[config.mk]
export PLATFORM = sky130hd
export DESIGN_NAME = motor_meter_flat
export DESIGN_NICKNAME = d
export VERILOG_FILES = /design/src/rtl/motor_pkg.sv /design/src/rtl/motor_meter_if.sv /design/src/rtl/motor_chan_meter.sv /design/src/rtl/motor_meter.sv /design/src/flat_wrapper.sv
export SDC_FILE = /design/constraint.sdc
export NUM_CORES = 1
export LEC_CHECK = 0
export CAP_MARGIN = 0
export CELL_PAD_IN_SITES_DETAIL_PLACEMENT = 0
export CELL_PAD_IN_SITES_GLOBAL_PLACEMENT = 1
export CORE_ASPECT_RATIO = 0.6
export CORE_MARGIN = 1.5
export CORE_UTILIZATION = 42
export CTS_CLUSTER_DIAMETER = 30
export DETAILED_ROUTE_END_ITERATION = 8
export HOLD_SLACK_MARGIN = 0.06
export PLACE_DENSITY_LB_ADDON = 0.1
export SLEW_MARGIN = 20
export SYNTH_ARGS = -nofsm -noshare
export SYNTH_HDL_FRONTEND = slang
export SYNTH_SLANG_ARGS = --single-unit
[constraint.sdc]
create_clock -name clk_in -period 5.7 [get_ports clk_in]
set_clock_uncertainty 0.15 [all_clocks]
set_input_delay 1.14 -clock clk_in [delete_from_list [all_inputs] [get_ports clk_in]]
set_output_delay 1.14 -clock clk_in [all_outputs]
set_load 0.05 [all_outputs]
[src/rtl/motor_pkg.sv]
// motor_pkg: shared constants, direction type and decode helper for the
// motor_meter drive-bus monitor.
//   PWM_PERIOD / PWM_BITS : measurement window length and counter width
//   EN1..EN2              : bit positions on the 6-bit drive bus
//   dir_t / decode_dir    : ina/inb pair to direction (FWD, REV, BAD)
package motor_pkg;

  localparam int PWM_PERIOD = 256;
  localparam int PWM_BITS   = 8;

  // Drive bus layout {en1, ina1, inb1, ina2, inb2, en2}
  localparam int EN1  = 5;
  localparam int INA1 = 4;
  localparam int INB1 = 3;
  localparam int INA2 = 2;
  localparam int INB2 = 1;
  localparam int EN2  = 0;

  typedef enum logic [1:0] {
    DIR_FWD = 2'd0,
    DIR_REV = 2'd1,
    DIR_BAD = 2'd2
  } dir_t;

  function automatic dir_t decode_dir(input logic ina, input logic inb);
    case ({ina, inb})
      2'b10:   return DIR_FWD;
      2'b01:   return DIR_REV;
      default: return DIR_BAD;
    endcase
  endfunction

endpackage

[src/rtl/motor_meter_if.sv]
// motor_meter_if: drive-bus tap input plus the measurement result bundle.
//   motor_in       : sampled drive bus {en1, ina1, inb1, ina2, inb2, en2}
//   level1/2_out   : signed per-motor levels (-255..+255)
//   speed/turn_est : reconstructed speed/turn pair
//   fault/dir_change/sat_out : per-motor flags {m1, m2}
//   valid_out      : one-cycle strobe when all results update
// Handshake: valid_out is a pure strobe with no ready; results are stable
// between strobes and the consumer must capture on the strobe cycle.
// master = the side driving the bus and reading results; slave = the meter.
interface motor_meter_if;
  logic        [5:0] motor_in;
  logic signed [8:0] level1_out;
  logic signed [8:0] level2_out;
  logic signed [8:0] speed_est_out;
  logic signed [9:0] turn_est_out;
  logic        [1:0] fault_out;
  logic        [1:0] dir_change_out;
  logic        [1:0] sat_out;
  logic              valid_out;

  modport master (
    output motor_in,
    input  level1_out, level2_out, speed_est_out, turn_est_out,
    input  fault_out, dir_change_out, sat_out, valid_out
  );

  modport slave (
    input  motor_in,
    output level1_out, level2_out, speed_est_out, turn_est_out,
    output fault_out, dir_change_out, sat_out, valid_out
  );
endinterface

[src/rtl/motor_chan_meter.sv]
// motor_chan_meter: one H-bridge channel of the meter.
//   clk_in, rst_in : clock, synchronous active-high reset
//   term_in        : high on the cycle sampling the last slot of a window
//   en_in, ina_in, inb_in : channel samples
//   level_out      : registered signed level of the last finished window
//   level_nxt_out  : level the window would produce if it ended this cycle
//                    (used by the top to register estimates on the same edge)
//   fault_out, dir_change_out, sat_out : registered per-window flags
module motor_chan_meter
  import motor_pkg::*;
(
  input  logic              clk_in,
  input  logic              rst_in,
  input  logic              term_in,
  input  logic              en_in,
  input  logic              ina_in,
  input  logic              inb_in,
  output logic signed [8:0] level_out,
  output logic signed [8:0] level_nxt_out,
  output logic              fault_out,
  output logic              dir_change_out,
  output logic              sat_out
);

  logic [8:0] hcnt_q, hcnt_d;
  logic       fault_q, fault_d;
  logic       seen_q, seen_d;
  logic       chg_q, chg_d;
  dir_t       first_q, first_d;
  dir_t       last_q, last_d;
  dir_t       dir;
  logic       fault_fin;
  logic [7:0] mag;

  // Accumulator update including the current sample, so the final sample
  // of a window is folded in on the same edge that closes the window.
  always_comb begin
    dir     = decode_dir(ina_in, inb_in);
    hcnt_d  = hcnt_q + {8'd0, en_in};
    fault_d = fault_q;
    seen_d  = seen_q;
    chg_d   = chg_q;
    first_d = first_q;
    last_d  = last_q;
    if (dir == DIR_BAD) begin
      fault_d = 1'b1;
    end else begin
      if (!seen_q) begin
        seen_d  = 1'b1;
        first_d = dir;
      end else if (dir != first_q) begin
        chg_d = 1'b1;
      end
      last_d = dir;
    end
    // A window with no valid direction at all cannot be signed: fault it.
    fault_fin = fault_d | ~seen_d;
    // hcnt can only reach 256 when every sample had enable high.
    mag = hcnt_d[8] ? 8'hFF : hcnt_d[7:0];
    if (fault_fin) begin
      level_nxt_out = '0;
    end else if (last_d == DIR_REV) begin
      level_nxt_out = -$signed({1'b0, mag});
    end else begin
      level_nxt_out = $signed({1'b0, mag});
    end
  end

  always_ff @(posedge clk_in) begin
    if (rst_in) begin
      hcnt_q         <= '0;
      fault_q        <= 1'b0;
      seen_q         <= 1'b0;
      chg_q          <= 1'b0;
      first_q        <= DIR_FWD;
      last_q         <= DIR_FWD;
      level_out      <= '0;
      fault_out      <= 1'b0;
      dir_change_out <= 1'b0;
      sat_out        <= 1'b0;
    end else if (term_in) begin
      hcnt_q         <= '0;
      fault_q        <= 1'b0;
      seen_q         <= 1'b0;
      chg_q          <= 1'b0;
      first_q        <= DIR_FWD;
      last_q         <= DIR_FWD;
      level_out      <= level_nxt_out;
      fault_out      <= fault_fin;
      dir_change_out <= chg_d;
      sat_out        <= hcnt_d[8];
    end else begin
      hcnt_q  <= hcnt_d;
      fault_q <= fault_d;
      seen_q  <= seen_d;
      chg_q   <= chg_d;
      first_q <= first_d;
      last_q  <= last_d;
    end
  end

endmodule

[src/rtl/motor_meter.sv]
// motor_meter: closed-loop monitor for the two-channel H-bridge drive bus.
// Counts enable-high cycles per motor over fixed 256-cycle windows and
// reports signed levels, speed/turn estimates and per-window flags once
// per window.
//   SYNC_STAGES : input synchronizer depth (0 = same-domain loopback)
//   clk_in      : system clock
//   rst_in      : synchronous active-high reset
//   bus         : motor_meter_if slave (motor_in in, results out)
module motor_meter
  import motor_pkg::*;
#(
  parameter int SYNC_STAGES = 0
) (
  input  logic          clk_in,
  input  logic          rst_in,
  motor_meter_if.slave  bus
);

  logic [5:0] sample;

  generate
    if (SYNC_STAGES == 0) begin : g_nosync
      assign sample = bus.motor_in;
    end else begin : g_sync
      logic [5:0] sync_q [SYNC_STAGES];
      always_ff @(posedge clk_in) begin
        if (rst_in) begin
          for (int i = 0; i < SYNC_STAGES; i++) sync_q[i] <= '0;
        end else begin
          sync_q[0] <= bus.motor_in;
          for (int i = 1; i < SYNC_STAGES; i++) sync_q[i] <= sync_q[i-1];
        end
      end
      assign sample = sync_q[SYNC_STAGES-1];
    end
  endgenerate

  // Window counter only; strobe timing does not depend on sync depth.
  logic [PWM_BITS-1:0] wcnt_q;
  logic                term;

  assign term = (wcnt_q == PWM_BITS'(PWM_PERIOD - 1));

  always_ff @(posedge clk_in) begin
    if (rst_in) wcnt_q <= '0;
    else        wcnt_q <= wcnt_q + 1'b1;
  end

  logic signed [8:0] l1_q, l1_nxt, l2_q, l2_nxt;
  logic              f1, f2, c1, c2, s1, s2;

  motor_chan_meter u_m1 (
    .clk_in         (clk_in),
    .rst_in         (rst_in),
    .term_in        (term),
    .en_in          (sample[EN1]),
    .ina_in         (sample[INA1]),
    .inb_in         (sample[INB1]),
    .level_out      (l1_q),
    .level_nxt_out  (l1_nxt),
    .fault_out      (f1),
    .dir_change_out (c1),
    .sat_out        (s1)
  );

  motor_chan_meter u_m2 (
    .clk_in         (clk_in),
    .rst_in         (rst_in),
    .term_in        (term),
    .en_in          (sample[EN2]),
    .ina_in         (sample[INA2]),
    .inb_in         (sample[INB2]),
    .level_out      (l2_q),
    .level_nxt_out  (l2_nxt),
    .fault_out      (f2),
    .dir_change_out (c2),
    .sat_out        (s2)
  );

  // Estimates from the levels being registered on this same edge.
  logic signed [9:0] sum_nxt, diff_nxt;
  logic signed [8:0] speed_q;
  logic signed [9:0] turn_q;
  logic              valid_q;

  assign sum_nxt  = {l1_nxt[8], l1_nxt} + {l2_nxt[8], l2_nxt};
  assign diff_nxt = {l2_nxt[8], l2_nxt} - {l1_nxt[8], l1_nxt};

  always_ff @(posedge clk_in) begin
    if (rst_in) begin
      speed_q <= '0;
      turn_q  <= '0;
      valid_q <= 1'b0;
    end else begin
      valid_q <= term;
      if (term) begin
        // Dropping the LSB of the sign-extended sum is the arithmetic >>> 1.
        speed_q <= sum_nxt[9:1];
        turn_q  <= diff_nxt;
      end
    end
  end

  assign bus.level1_out     = l1_q;
  assign bus.level2_out     = l2_q;
  assign bus.speed_est_out  = speed_q;
  assign bus.turn_est_out   = turn_q;
  assign bus.fault_out      = {f1, f2};
  assign bus.dir_change_out = {c1, c2};
  assign bus.sat_out        = {s1, s2};
  assign bus.valid_out      = valid_q;

endmodule

[src/flat_wrapper.sv]
// flat-port wrapper written by rule: the top's interface ports become plain ports
module motor_meter_flat import motor_pkg::*;
#(
  parameter int SYNC_STAGES = 0
)
  (clk_in, rst_in, bus_motor_in, bus_level1_out, bus_level2_out, bus_speed_est_out, bus_turn_est_out, bus_fault_out, bus_dir_change_out, bus_sat_out, bus_valid_out);
  motor_meter_if bus_i ();
  input  logic clk_in;
  input  logic rst_in;
  input wire logic [$bits(bus_i.motor_in)-1:0] bus_motor_in;
  output wire logic [$bits(bus_i.level1_out)-1:0] bus_level1_out;
  output wire logic [$bits(bus_i.level2_out)-1:0] bus_level2_out;
  output wire logic [$bits(bus_i.speed_est_out)-1:0] bus_speed_est_out;
  output wire logic [$bits(bus_i.turn_est_out)-1:0] bus_turn_est_out;
  output wire logic [$bits(bus_i.fault_out)-1:0] bus_fault_out;
  output wire logic [$bits(bus_i.dir_change_out)-1:0] bus_dir_change_out;
  output wire logic [$bits(bus_i.sat_out)-1:0] bus_sat_out;
  output wire logic [$bits(bus_i.valid_out)-1:0] bus_valid_out;
  assign bus_i.motor_in = bus_motor_in;
  assign bus_level1_out = bus_i.level1_out;
  assign bus_level2_out = bus_i.level2_out;
  assign bus_speed_est_out = bus_i.speed_est_out;
  assign bus_turn_est_out = bus_i.turn_est_out;
  assign bus_fault_out = bus_i.fault_out;
  assign bus_dir_change_out = bus_i.dir_change_out;
  assign bus_sat_out = bus_i.sat_out;
  assign bus_valid_out = bus_i.valid_out;
  motor_meter #(.SYNC_STAGES(SYNC_STAGES)) u_core (.clk_in(clk_in), .rst_in(rst_in), .bus(bus_i));
endmodule
==> impl_metrics.csv, run 1 <==
group,metric,value,unit
grt,grt_pass1_wl,17.9,mm
min_path,hold_depth,1,
clock_tree,worstSkewPairLatency,0.34,ns
sta,slew_viol_final,0,
grt,grt.overflow.total,0,
yosys,synth_top_family_by_area,"simple AND/OR/NAND/NOR gates",
power,power_per_cell_area,277,mW/mm2
layout,n_antenna_cell,0,
setup_path,reg2reg_from,"u_core.u_m1.hcnt_q[0]",
setup_path,required,5.81,ns
layout,num-nets-final,617,
sta,fmax,0.191,GHz
clock_tree,cts.path.max_buffers,2,
yosys,syn_area,0.00438,mm2
clock_tree,cts_resized,0,
clock_tree,numCtsBuffers,9,
sta,period_needed,5.22,ns
layout,stdcell_count,720,
setup_path,start_kind,"input port",
setup_path,critPathLaunch,"bus_motor_in[5]",
sta,setup_violations,0,
yosys,synth_area_per_cell,8.16,um2
setup_path,worstPathMaxFanout,6,
grt,first_global_vias,3472,
sta,hold_viol,0,
setup_path,crit_buf_inv,2,
place,port_buffers,51,
place,dp_hpwl,8.00,mm
layout,syn2layout_area_growth,22.5,%
setup_path,slowest_delay,0.47,ns
yosys,synth-simple-area-share,0.225,
die,core,0.00998,mm2
die,dieWidth,135,um
layout,drive_above_1_share,0.0786,
clock_tree,cts_max_level,3,
yosys,yosys.area_share.xor_xnor,0.0818,
place,place_congestion,0.891,
setup_path,crit_top_cell,"nor2_1",
status,status,"complete, no violations",
flow_run,cap_violations,0,
clock_tree,cts_sinks,84,
yosys,muxShareOfSynthArea,0.00229,
sta,tns,0,ns
die,initial_core_util,0.438,
min_path,hp-class,"reg2reg",
min_path,holdPathEnd,"u_core.wcnt_q[0]",
drt,drtPass1Iterations,5,
power,vdd_drop_max,0.000159,V
setup_path,ff2ff_setup_slack,1.44,ns
yosys,synth_warnings,0,
yosys,syn_inst,536,
yosys,synth-adder-area-share,0.0864,
grt,antenna_found_initial,0,
drt,vias,3728,
sta,rsz0062_at_grt,"false",
die,die_area,0.0111,mm2
yosys,synth_compound_area_frac,0.163,
setup_path,criticalPathCategory,"in2reg",
setup_path,reg2regPathDepth,22,
yosys,ys_seq_area_frac,0.384,
clock_tree,clkTransAtPathRegs,0.06,ns
setup_path,slowest_stage,"clkdlybuf4s50_1",
drt,drt_iter0_drc,182,
drt,drc,0,
min_path,hold_start,"u_core.wcnt_q[0]",
die,die_y,82.1,um
yosys,ys_async_sr_fraction,0,
power,p_leak,2.03,nW
yosys,ys_seq_elements,84,
yosys,ys.flop_type,"dfxtp_1",
setup_path,path_delay_family,"simple AND/OR/NAND/NOR gates",
sta,worst_pin_slew,0.974,ns
setup_path,cp_cell_sequence,"clkdlybuf4s50_1 > ha_1 > ha_1 > nand4_2 > or3_1 > nand2_1 > nor2_1 > ha_1 > nand2b_1 > nand4_1 > nor3b_2 > inv_1 > ha_1 > o21bai_1 > a21oi_1 > nor2_1 > nor2_1 > nor2_1 > nor2_1 > o21bai_1 > a21oi_1 > xnor2_1 > a211oi_1",
clock_tree,cts_hold_buf,0,
yosys,synth_edf_count,0,
grt,grt_max_degree,55,
setup_path,r2r_end,"u_core.bus.speed_est_out[7]",
layout,fillers,940,
clock_tree,cts_setup_buffers,0,
drt,detail-route-antenna-nets,0,
die,std_cell_rows,28,
grt,grt_usage,0.211,
yosys,syn-num-nets,573,
setup_path,critPathCaptureType,"register",
yosys,synth.distinct_cells,55,
die,ios,52,
sta,timing.final.crit_share,0.916,
setup_path,arrival,5.33,ns
drt,routed_via_density,5.18,
clock_tree,cts_root_buffer,"clkbuf_16",
sta,slew_headroom,0.351,
clock_tree,tritoncts,"yes",
drt,wl_per_cell,15.0,um
drt,wl,10.8,mm
place,place_inst,704,
## report_power, final
group	switching [mW]	internal (mW)	total (mW)
Combinational	0.122	0.0831	0.205
Sequential	0.00560	0.597	0.602
Clock	0.238	0.440	0.678
Total	0.365	1.12	1.48
## cell type report
class | instances | area [um2] | area share
Multi-Input combinational cell | 395 | 2450 | 0.457
Sequential cell | 84 | 1680 | 0.314
Clock buffer | 10 | 239 | 0.0446
Timing Repair Buffer | 67 | 626 | 0.117
Tap cell | 135 | 169 | 0.0315
Inverter | 23 | 86.3 | 0.0161
Clock inverter | 6 | 111 | 0.0208
## per-layer routing
metal,routed length (um),vias up,track usage,part of all wire
li1,-,1900,-,-
met1,5780,1741,0.308,0.53
met2,4370,74,0.309,0.40
met3,552,13,0.0488,0.051
met4,116,0,0.0559,0.011
met5,0,-,0,0
## worst register-to-register path, delay by kind of cell, from the launching register on
family	cells	cell delay, ns
simple gates	11	1.75
fa+ha+maj	4	1.01
compound gates	5	0.80
flops	1	0.31
buf+inv	1	0.08
xor+xnor	1	0.08
## logic make-up after synthesis
| logic type | count (synthesis) |
|---|---|
| flops | 84 |
| simple gates | 217 |
| xor+xnor | 40 |
| buf+inv | 57 |
| fa+ha+maj | 29 |
| mux | 1 |
| compound gates | 108 |
## stage by stage
| step | area [um2] | hold WS, ns | utilization | setup WS (ns) | total power, mW |
|---|---|---|---|---|---|
| 2_1_floorplan | 4380 | 0.268 | - | 0.807 | 0.762 |
| 3_3_place_gp | 5010 | 0.281 | 0.502 | 0.204 | 0.816 |
| 3_5_place_dp | 5010 | 0.287 | 0.502 | 0.175 | 0.816 |
| 4_1_cts | 5360 | 0.298 | 0.537 | 0.501 | 1.50 |
| 5_1_grt | 5360 | 0.324 | 0.537 | 0.105 | 1.55 |
| 6_report | 5360 | 0.296 | 0.537 | 0.477 | 1.48 |
## worst max path at each step
stage / endpoint / slack [ns] / cells past startpoint
finish: u_core.bus.speed_est_out[7] / 0.48 / 23
global placement: u_core.bus.speed_est_out[6] / 0.20 / 22
floorplan: u_core.bus.speed_est_out[7] / 0.81 / 21
CTS: u_core.bus.speed_est_out[7] / 0.50 / 23
global route: u_core.bus.speed_est_out[7] / 0.11 / 23
detailed placement: u_core.bus.speed_est_out[7] / 0.17 / 23
## placed cells by master (no fill, tap or decap), types with 3 or more instances in the layout
cell / netlist / layout
xor2_1: 12 / 12
nor2_1: 88 / 88
clkdlybuf4s50_1: 0 / 50
ha_1: 27 / 27
nor3_1: 8 / 8
or3_1: 4 / 4
o21a_1: 3 / 3
dfxtp_1: 84 / 84
nand3_1: 16 / 16
inv_1: 23 / 23
clkbuf_16: 0 / 9
bufinv_16: 0 / 3
nor2b_1: 4 / 4
a21oi_1: 42 / 42
nand4_1: 3 / 3
a31oi_1: 4 / 4
nand2b_1: 5 / 5
o21ai_0: 12 / 12
xnor2_1: 27 / 27
nor3b_1: 3 / 3
nand2_1: 61 / 61
buf_4: 6 / 16
a211oi_1: 21 / 21
o21bai_1: 3 / 3
a22o_1: 3 / 3
and2_1: 9 / 9
and3_1: 6 / 5
## synth_stat cells (2+ instances only)
| library cell | n | area (um2) |
|---|---|---|
| nand4b_1 | 2 | 17.5 |
| o21bai_1 | 3 | 22.5 |
| buf_1 | 4 | 15.0 |
| a21oi_1 | 42 | 210 |
| and2_1 | 9 | 56.3 |
| o21ai_0 | 12 | 60.1 |
| a41oi_1 | 2 | 17.5 |
| fa_1 | 2 | 40.0 |
| ha_1 | 27 | 338 |
| nand2_1 | 61 | 229 |
| nor3_1 | 8 | 40.0 |
| a211oi_1 | 21 | 158 |
| nand2b_1 | 5 | 31.3 |
| nand3_1 | 16 | 80.1 |
| a311o_1 | 2 | 20.0 |
| xnor2_1 | 27 | 236 |
| or2_2 | 2 | 12.5 |
| o211ai_1 | 2 | 15.0 |
| or3_1 | 4 | 25.0 |
| and3_1 | 6 | 37.5 |
| buf_4 | 6 | 45.0 |
| dfxtp_1 | 84 | 1680 |
| buf_2 | 3 | 15.0 |
| xor2_1 | 12 | 105 |
| nand4_1 | 3 | 18.8 |
| o21a_1 | 3 | 22.5 |
| a31oi_1 | 4 | 25.0 |
| clkbuf_1 | 20 | 75.1 |
| inv_1 | 23 | 86.3 |
| nor3b_1 | 3 | 22.5 |
| o21ai_1 | 2 | 10.0 |
| nor2b_1 | 4 | 25.0 |
| a22o_1 | 3 | 26.3 |
| nor2_1 | 88 | 330 |
## state kept, by name, summed over array words and instances (netlist names), 2 cells and up
signal                    count
u_core.bus.turn_est_out      10
u_core.bus.speed_est_out      9
u_core.u_m1.hcnt_q            9
u_core.u_m1.level_out         9
u_core.u_m2.hcnt_q            9
u_core.u_m2.level_out         9
u_core.wcnt_q                 8
u_core.u_m1.first_q           2
u_core.u_m1.last_q            2
u_core.u_m2.first_q           2
u_core.u_m2.last_q            2
(Power assumes the default switching activity.)
==> run 2: changes to the inputs <==
CORE_MARGIN = 2   (was 1.5)
==> impl_metrics.csv, run 2 (synthesized netlist as in run 1, its figures left out) <==
group,metric,value,unit
status,status,"complete, no violations",
sta,worst_pin_slew,1.03,ns
clock_tree,cts.path.max_buffers,2,
layout,fillers,933,
die,initial_core_util,0.438,
min_path,hp-class,"reg2reg",
layout,drive_above_1_share,0.0769,
die,dieWidth,136,um
layout,syn2layout_area_growth,22.0,%
layout,final_cell_mix,"nor2_1, dfxtp_1, nand2_1",
place,dp_hpwl,8.04,mm
sta,period_needed,5.24,ns
layout,largest_register_ffs,10,
setup_path,reg2reg_from,"u_core.u_m1.hcnt_q[0]",
clock_tree,cts_root_buffer,"clkbuf_16",
power,power_per_cell_area,269,mW/mm2
setup_path,reg2regPathDepth,21,
drt,vias,3706,
layout,n_antenna_cell,0,
grt,antenna_found_initial,0,
setup_path,required,5.80,ns
drt,drt_iter0_drc,153,
die,ios,52,
min_path,hold_start,"u_core.wcnt_q[0]",
clock_tree,cts_max_level,3,
clock_tree,worstSkewPairLatency,0.34,ns
sta,rsz0062_at_grt,"false",
sta,fmax,0.191,GHz
power,p_leak,2.02,nW
flow_run,cap_violations,0,
grt,grt.overflow.total,0,
sta,hold_viol,0,
setup_path,ff2ff_setup_slack,1.42,ns
grt,first_global_vias,3559,
setup_path,r2r_end,"u_core.bus.speed_est_out[6]",
grt,grt_pass1_wl,18.1,mm
sta,slew_headroom,0.313,
min_path,holdPathEnd,"u_core.wcnt_q[0]",
clock_tree,numCtsBuffers,9,
drt,routed_via_density,5.15,
setup_path,criticalPathCategory,"in2reg",
clock_tree,cts_setup_buffers,0,
die,die_y,83.1,um
clock_tree,clkTransAtPathRegs,0.06,ns
sta,timing.final.crit_share,0.919,
place,place_congestion,0.871,
min_path,hold_depth,1,
clock_tree,tritoncts,"yes",
drt,wl_per_cell,15.1,um
setup_path,worstPathMaxFanout,6,
setup_path,start_kind,"input port",
die,std_cell_rows,28,
clock_tree,cts_sinks,84,
sta,tns,0,ns
drt,wl,10.9,mm
sta,slew_viol_final,0,
clock_tree,cts_hold_buf,0,
drt,detail-route-antenna-nets,0,
grt,grt_max_degree,55,
grt,grt_usage,0.206,
place,port_buffers,51,
sta,setup_violations,0,
setup_path,critPathCaptureType,"register",
die,die_area,0.0113,mm2
drt,drtPass1Iterations,4,
layout,final_common_cell,"nor2_1",
setup_path,arrival,5.34,ns
layout,final_util,0.535,
power,vdd_drop_max,0.000153,V
layout,num-nets-final,617,
drt,drc,0,
die,core,0.00998,mm2
run 2: cell types whose count changed in the layout (fill, tap and decap cells not counted):
cell / before / now
clkbuf_1: 0 / 2
bufinv_16: 3 / 2
clkinv_4: 1 / 0
nor3b_2: 1 / 0
nor3b_4: 0 / 1
or3_1: 4 / 3
or3_4: 0 / 1
run 2: routing by layer:
metal	global-route usage	vias to the layer above	wire (um)
met5	0	-	0
met4	0.0672	0	150
met3	0.0543	14	569
met2	0.282	87	4180
met1	0.309	1708	5960
li1	-	1897	-
run 2: final cells by class:
| type | instances | area, um2 | share of cell area |
|---|---|---|---|
| Clock buffer | 12 | 246 | 0.0462 |
| Multi-Input combinational cell | 395 | 2460 | 0.460 |
| Inverter | 23 | 86.3 | 0.0162 |
| Timing Repair Buffer | 67 | 626 | 0.117 |
| Sequential cell | 84 | 1680 | 0.315 |
| Clock inverter | 4 | 72.6 | 0.0136 |
| Tap cell | 135 | 169 | 0.0316 |
run 2: critical path, stage by stage:
cell and delay [ns]:
clkdlybuf4s50_1 0.46, ha_1 0.20, ha_1 0.24, nand4_2 0.15, or3_4 0.43, nand2_1 0.13
nor2_1 0.08, ha_1 0.27, nor2_1 0.04, a211oi_1 0.34, inv_1 0.17, ha_1 0.33
inv_1 0.05, a21oi_1 0.15, nor2_1 0.07, o21ai_0 0.15, a21oi_1 0.10, nor2_1 0.18
o21bai_1 0.09, a21oi_1 0.24, xnor2_1 0.10, a211oi_1 0.23
run 2: per-stage QoR:
stage | power, mW | instance area, um2 | hold slack (ns) | setup slack (ns) | cells
finish | 1.44 | 5340 | 0.302 | 0.460 | 720
global route | 1.50 | 5340 | 0.326 | 0.0198 | 720
CTS | 1.45 | 5330 | 0.300 | 0.434 | 720
detailed placement | 0.817 | 5010 | 0.287 | 0.109 | 704
global placement | 0.815 | 5010 | 0.277 | 0.235 | 704
floorplan | 0.762 | 4380 | 0.268 | 0.807 | 536
run 2: what timing repair did:
| item | 4_1_cts | 5_1_grt |
|---|---|---|
| endpoints found under the setup margin | 0 | 1 |
| resized for setup | 0 | 2 |
| endpoints found under the hold margin | 0 | 0 |
run 2: power breakdown:
group | leakage (nW) | total [mW] | switching (mW) | internal [mW]
Combinational | 1.19 | 0.205 | 0.122 | 0.0836
Sequential | 0.680 | 0.602 | 0.00568 | 0.597
Clock | 0.153 | 0.628 | 0.233 | 0.395
Total | 2.02 | 1.44 | 0.360 | 1.08
run 2: how the worst max path moves through the flow:
| stage | depth (start not counted) | slack [ns] | startpoint | endpoint |
|---|---|---|---|---|
| 2_1_floorplan | 21 | 0.81 | bus_motor_in[0] | u_core.bus.speed_est_out[7] |
| 3_3_place_gp | 22 | 0.24 | bus_motor_in[5] | u_core.bus.speed_est_out[6] |
| 3_5_place_dp | 23 | 0.11 | bus_motor_in[5] | u_core.bus.speed_est_out[7] |
| 4_1_cts | 23 | 0.43 | bus_motor_in[5] | u_core.bus.speed_est_out[7] |
| 5_1_grt | 23 | 0.02 | bus_motor_in[5] | u_core.bus.speed_est_out[7] |
| 6_report | 22 | 0.46 | bus_motor_in[5] | u_core.bus.speed_est_out[6] |
